**config.mk**
```make
export PLATFORM = sky130hd
export DESIGN_NAME = fir_block_serializer
export DESIGN_NICKNAME = d
export VERILOG_FILES = /design/src/rtl/fir_block_serializer.sv
export SDC_FILE = /design/constraint.sdc
export NUM_CORES = 1
export LEC_CHECK = 0
export ABC_AREA = 1
export BUFFER_PORTS_ARGS = -buffer_cell sky130_fd_sc_hd__buf_2
export CORE_MARGIN = 5
export CORE_UTILIZATION = 62
export DETAILED_ROUTE_END_ITERATION = 7
export PLACE_DENSITY = 0.95
export SLEW_MARGIN = 40
export SYNTH_ARGS = -nofsm -noshare
export SYNTH_HDL_FRONTEND = slang
export SYNTH_SLANG_ARGS = --single-unit
```
**constraint.sdc**
```tcl
create_clock -name clk -period 2.3 [get_ports clk]
set_input_delay 0.115 -clock clk [delete_from_list [all_inputs] [get_ports clk]]
set_output_delay 0.115 -clock clk [all_outputs]
set_load 0.005 [all_outputs]
```
**src/rtl/fir_block_serializer.sv**
```systemverilog
// rtl/fir_block_serializer.sv - two-entry block buffer re-emitting L-lane FIR output blocks as a serial stream
// Optional macro FIR_SER_INDEX_EN adds out_index, the running index of the sample on out_data.
module fir_block_serializer #(
  parameter int OUTP_WIDTH = 16,
  parameter int L          = 3
) (
  input  logic                      clk,
  input  logic                      rst_n,
  input  logic                      blk_valid,
  output logic                      blk_ready,
  input  logic [L*OUTP_WIDTH-1:0]   blk_data,
  output logic                      out_valid,
  input  logic                      out_ready,
  output logic [OUTP_WIDTH-1:0]     out_data,
`ifdef FIR_SER_INDEX_EN
  output logic [31:0]               out_index,
`endif
  output logic                      out_last
);

  localparam int LW = $clog2(L);
  localparam logic [LW-1:0] LAST_LANE = LW'(L - 1);

  typedef enum logic [1:0] {
    EMPTY = 2'd0,
    ONE   = 2'd1,
    FULL  = 2'd2
  } state_t;

  state_t                  r_state;
  logic [L*OUTP_WIDTH-1:0] r_buf [2];
  logic [LW-1:0]           r_lane;
  logic                    r_wr_ptr;
  logic                    r_rd_ptr;

  logic                    w_push;
  logic                    w_xfer;
  logic                    w_pop;
  logic [L*OUTP_WIDTH-1:0] w_rd_blk;

  // Handshake outputs decode registered state only, so out_ready never reaches blk_ready.
  assign blk_ready = (r_state != FULL);
  assign out_valid = (r_state != EMPTY);
  assign w_push    = blk_valid & blk_ready;
  assign w_xfer    = out_valid & out_ready;
  assign w_pop     = w_xfer & (r_lane == LAST_LANE);
  assign w_rd_blk  = r_buf[r_rd_ptr];
  assign out_data  = out_valid ? w_rd_blk[r_lane*OUTP_WIDTH +: OUTP_WIDTH] : '0;
  assign out_last  = out_valid & (r_lane == LAST_LANE);

  always_ff @(posedge clk or negedge rst_n) begin
    if (!rst_n) begin
      r_state  <= EMPTY;
      r_lane   <= '0;
      r_wr_ptr <= 1'b0;
      r_rd_ptr <= 1'b0;
      r_buf[0] <= '0;
      r_buf[1] <= '0;
    end else begin
      if (w_push) begin
        r_buf[r_wr_ptr] <= blk_data;
        r_wr_ptr        <= ~r_wr_ptr;
      end
      if (w_pop) begin
        r_rd_ptr <= ~r_rd_ptr;
        r_lane   <= '0;
      end else if (w_xfer) begin
        r_lane <= r_lane + 1'b1;
      end
      case (r_state)
        EMPTY: if (w_push) r_state <= ONE;
        ONE: begin
          if (w_push && !w_pop)      r_state <= FULL;
          else if (!w_push && w_pop) r_state <= EMPTY;
        end
        FULL:    if (w_pop) r_state <= ONE;
        default: r_state <= EMPTY;
      endcase
    end
  end

`ifdef FIR_SER_INDEX_EN
  logic [31:0] r_index;

  always_ff @(posedge clk or negedge rst_n) begin
    if (!rst_n)      r_index <= '0;
    else if (w_xfer) r_index <= r_index + 32'd1;
  end

  assign out_index = r_index;
`endif

endmodule

```
* Yosys cells after proc, flatten, opt, wreduce, memory -nomap -nowiden
Cells that the tools add are included.
** Word-level totals
- Register bits after elaboration :: 102
- Input bits :: 52
- Word-level logic and storage cells :: 49
** Operators by class
- Add/sub/neg operators :: 1
- Magnitude comparators :: 3
- Eq/ne operators :: 7
- Shifts and indexed selects :: 1
- Multiplexer cells :: 14
- Bitwise gates (word level) :: 8
- Reduce and logical (&&, ||, !) cells :: 9
** Operators with widths (number)
- 48-bit two-way mux :: 4
- 96-bit bitwise mux :: 1
- 48-bit demux with 1-bit select :: 1
- 48-bit by 7-bit variable part select with 16-bit output :: 1
- 16-bit two-way mux :: 1
- 2-bit two-way mux :: 6
- 2-bit inequality test (second input constant) :: 3
- 2-bit one-hot mux with 3 select lines :: 1
- 1-bit bitwise AND :: 4
- 2-bit == test (second input constant) :: 2
- 2-bit >= comparator (second input constant) :: 2
- 1-bit NOT with 2-bit output :: 2
- 2-bit nonzero test :: 2
- 1-bit logical AND :: 3
- 3-bit inequality test (second input constant) :: 1
- 3-bit AND reduction :: 1
- 2-bit by 1-bit adder with 2-bit output (second input constant) :: 1
- 2-bit by 1-bit == test with 1-bit output (second input constant) :: 1
- 1-bit logical NOT :: 2
- 2-bit logical NOT :: 1
- 2-bit by 1-bit < comparator with 1-bit output (second input constant) :: 1
- 1-bit NOT :: 2

* Logic depth before layout (Yosys ltp)
- Word-level depth :: 7
- Gate-level depth with buffers :: 9

* Worst setup path after synthesis
Ideal clock, no wire load.
- Path type :: register -> output
- From :: reg r_lane[0]
- To :: out out_data[10]
- Data arrival time :: 1.127 ns
- Data required time :: 2.185 ns
- Path slack :: 1.058 ns
- Stages on the path, launching flop included :: 8
- Path buffers :: 2
- Cells stage by stage :: dfrtp_1 -> buf_2 -> inv_4 -> nand2_4 -> buf_4 -> nor2_1 -> o21ai_1 -> a21oi_1
** On the way
- Word-level cells in the longest chain between the ends :: 2
** Ends and longest elaborated chain
- start, declared :: line 32 : logic [LW-1:0] r_lane;
- start signal, assigned :: line 68 : r_lane <= r_lane + 1'b1;
- 48-bit by 7-bit variable part select with 16-bit output :: line 48 : assign out_data = out_valid ? w_rd_blk[r_lane*OUTP_WIDTH +: OUTP_WIDTH] : '0;
- 16-bit two-way mux :: line 48
- end, declared :: line 14 : output logic [OUTP_WIDTH-1:0] out_data,
Every way passes these cells.

* Worst setup path in the final report
- From :: reg r_lane[0]
- To :: out out_data[9]
The elaborated chain is that of the path after synthesis.

==> results by group <==
Status
  – Status: finished clean

Min path
  – Hold path cells: 3
  – Hold EP: r_buf[5]$_DFFE_PN0P_
  – Hold Path Class: in2reg
  – Worst hold path startpoint: blk_data[5]

Pwr
  – Peak supply drop: 843 uV
  – Total power: 8.09 mW
  – Pwr Density: 1380 nW/um^2
  – Pleak: 3.27 nW

Critical path
  – WP buf/inv: 2
  – Critical Path Sink Type: output pin
  – Cell family with most CP delay: flip-flops
  – Worst r2r src: r_state[0]$_DFFE_PN0P_
  – Crit path cell chain: inv_4, nand2_4, nor2_1, o21ai_1, a21oi_1, buf_2
  – CP Class: reg2out
  – Largest fanout on the critical path: 19
  – CP max stage cell: dfrtp_2
  – CP peak stage delay: 550 ps
  – WP data required: 2180 ps
  – Worst R2R End: r_buf[51]$_DFFE_PN0P_
  – R2r setup slk: 660 ps
  – Nature of the critical path startpoint: flop
  – Worst EP arrival: 1920 ps
  – R2R depth: 6

STA
  – Slew Limit Fails: 0
  – Fin Setup TNS: 0 ps
  – F_max: 0.491 GHz
  – Worst clock skew: 15.5 ps
  – Final Hold Violating Endpoints: 0
  – Final Critical Period: 2040 ps
  – Actual slew at the worst max-slew pin: 565 ps
  – Final setup viols: 0
  – Final period util: 0.885
  – RSZ-0062 raised after global routing: no
  – Slew margin rel.: 0.623

GRT
  – GRT Overall Usage: 0.273
  – Number of global-route vias before repair: 4,574
  – Overflow after GRT: 0
  – First-pass GRT wire length: 21.7 mm
  – Largest net degree at the start of global routing: 103
  – Initial antenna violation count: 0

Logic synthesis
  – Synth top area share: 0.506
  – Synthesized flop and latch total: 102
  – Synth unique cells: 21
  – Number of synthesized flops with an enable pin: 0
  – Register area share after synthesis: 0.506
  – Cell count after synthesis: 671
  – Avg Inst Size Synth: 7.52 um^2
  – Post-Syn Area: 5050 um^2
  – Synth top cells by count: nand2_1, inv_1, dfrtp_1
  – Cell taking the most area after synthesis: dfrtp_1
  – Post-Syn Nets: 723
  – Top post-synthesis cells by area: dfrtp_1, nand2_1, inv_1
  – Most common cell in the synthesized netlist: nand2_1
  – Synth warn: 0
  – Most used DFF post-synth: dfrtp_1
  – Ys async rst share: 1.00

Floorplanning
  – Starting Density: 0.624
  – Die area: 10,000 um^2
  – Die X: 100 um
  – Die Height: 100 um
  – I/O pins: 71
  – Rows: 33
  – Core Area: 8090 um^2

Drt
  – WL final: 13.0 mm
  – ANT nets after route: 0
  – DRT iter0 DRCs: 578
  – Vias: 4,751
  – First-pass iteration count of the detailed router: 5
  – Mean number of vias per cell: 5.52
  – Residual DRC: 0
  – Wirelength per Cell: 15.1 um

Clock tree
  – H-tree depth: 3
  – Clock Tree Root: clkbuf_8
  – Clk buf depth: 2
  – Clock-pin slew on the worst setup and hold paths: 90 ps
  – CTS tree: done
  – Number of setup buffers added after CTS: 0
  – Clk_lat worst skew: 380 ps
  – CTS buffer count: 9
  – TritonCTS Sinks: 102

Cells and area
  – Diode count: 0
  – # fillers: 585
  – Final layout net count: 804
  – Share of cells above drive strength 1: 0.140
  – Final instance area: 5860 um^2
  – Flip-flop and latch area: 2550 um^2
  – Syn-to-layout area delta: 16.1%
  – Area of the multi-input gates: 1800 um^2

Place
  – PortBufs: 70
  – Area post-placement: 5410 um^2
  – Post-DP HPWL: 8.37 mm
  – Placer's final routability congestion estimate: 0.860

Flow run
  – Max Cap Viol: 0
## layout by cell type (no fill, tap or decap)
cell,instances
a21oi_1,16
buf_12,3
buf_2,69
buf_4,8
bufinv_16,1
clkbuf_8,9
clkinv_2,2
clkinv_4,1
clkinvlp_4,2
dfrtp_1,101
dfrtp_2,1
dlygate4sd3_1,26
inv_1,121
inv_2,2
inv_4,1
nand2_1,200
nand2_4,3
nand3_1,36
nor2_1,33
nor2_2,2
nor2_4,2
o21ai_0,36
o21ai_1,79
o21bai_1,1
xor2_1,1
## how the worst max path moves through the flow
stage,startpoint,end,slack [ps],cells after the start
final,r_lane[0]$_DFFE_PN0P_,out_data[9],260,6
after global routing,r_lane[0]$_DFFE_PN0P_,out_data[15],150,6
after CTS,r_lane[0]$_DFFE_PN0P_,out_data[15],170,6
after floorplan,r_lane[0]$_DFFE_PN0P_,out_data[10],1060,7
after global placement,r_lane[0]$_DFFE_PN0P_,out_data[15],640,6
after detailed placement,r_lane[0]$_DFFE_PN0P_,out_data[15],560,6
## cell families after synthesis
logic type                share of synthesized area
buffers and inverters                         0.139
xor gates and xnor gates                    0.00174
AOI/OAI and AO/OA                             0.131
DFF                                           0.506
and+or+nand+nor                               0.223
## report_power, final
| group | total (mW) | switching [mW] | leakage, nW | internal (mW) |
|---|---|---|---|---|
| Sequential | 3.23 | 0.583 | 1.26 | 2.64 |
| Combinational | 3.75 | 2.42 | 1.92 | 1.33 |
| Clock | 1.11 | 0.616 | 0.0911 | 0.495 |
| Total | 8.09 | 3.62 | 3.27 | 4.47 |
## per-stage QoR
step,hold slack (ps),setup slack [ps],utilization,instances
global placement,208,636,0.669,820
global route,15.1,146,0.724,861
CTS,2.02,166,0.724,861
finish,2.18,264,0.724,861
floorplan,-181,1060,-,671
detailed placement,217,562,0.669,820
## area by class of cell
cell class,instances,share of cell area
sequential,102,0.436
multi-input combinational,409,0.306
timing repair buffer,106,0.124
inverter,124,0.0798
tap,105,0.0224
clock buffer,9,0.0211
clock inverter,6,0.0109
## state kept, by name (all words and copies together) (netlist names)
signal    flops
r_buf        96
r_lane        2
r_state       2
r_rd_ptr      1
r_wr_ptr      1
## per-layer routing
metal	part of all wire	global-route usage	vias up
li1	-	-	2199
met1	0.39	0.354	2199
met2	0.49	0.446	289
met3	0.074	0.0347	64
met4	0.050	0.149	0
met5	0	0	-
## worst reg2reg max path, cell delays in order, from the launching register on
cell and delay [ps]:
dfrtp_1 460, nor2_4 190, nor2_4 70, nand2_4 400
buf_4 280, nand2_1 70, o21ai_1 80
## timing repair
item                                   CTS  global route
gates resized for setup                  0             1
hold buffers                            26             0
setup endpoints to repair                0             1
endpoints found under the hold margin  136             0
No activity file was read; power rests on OpenSTA's default activity.
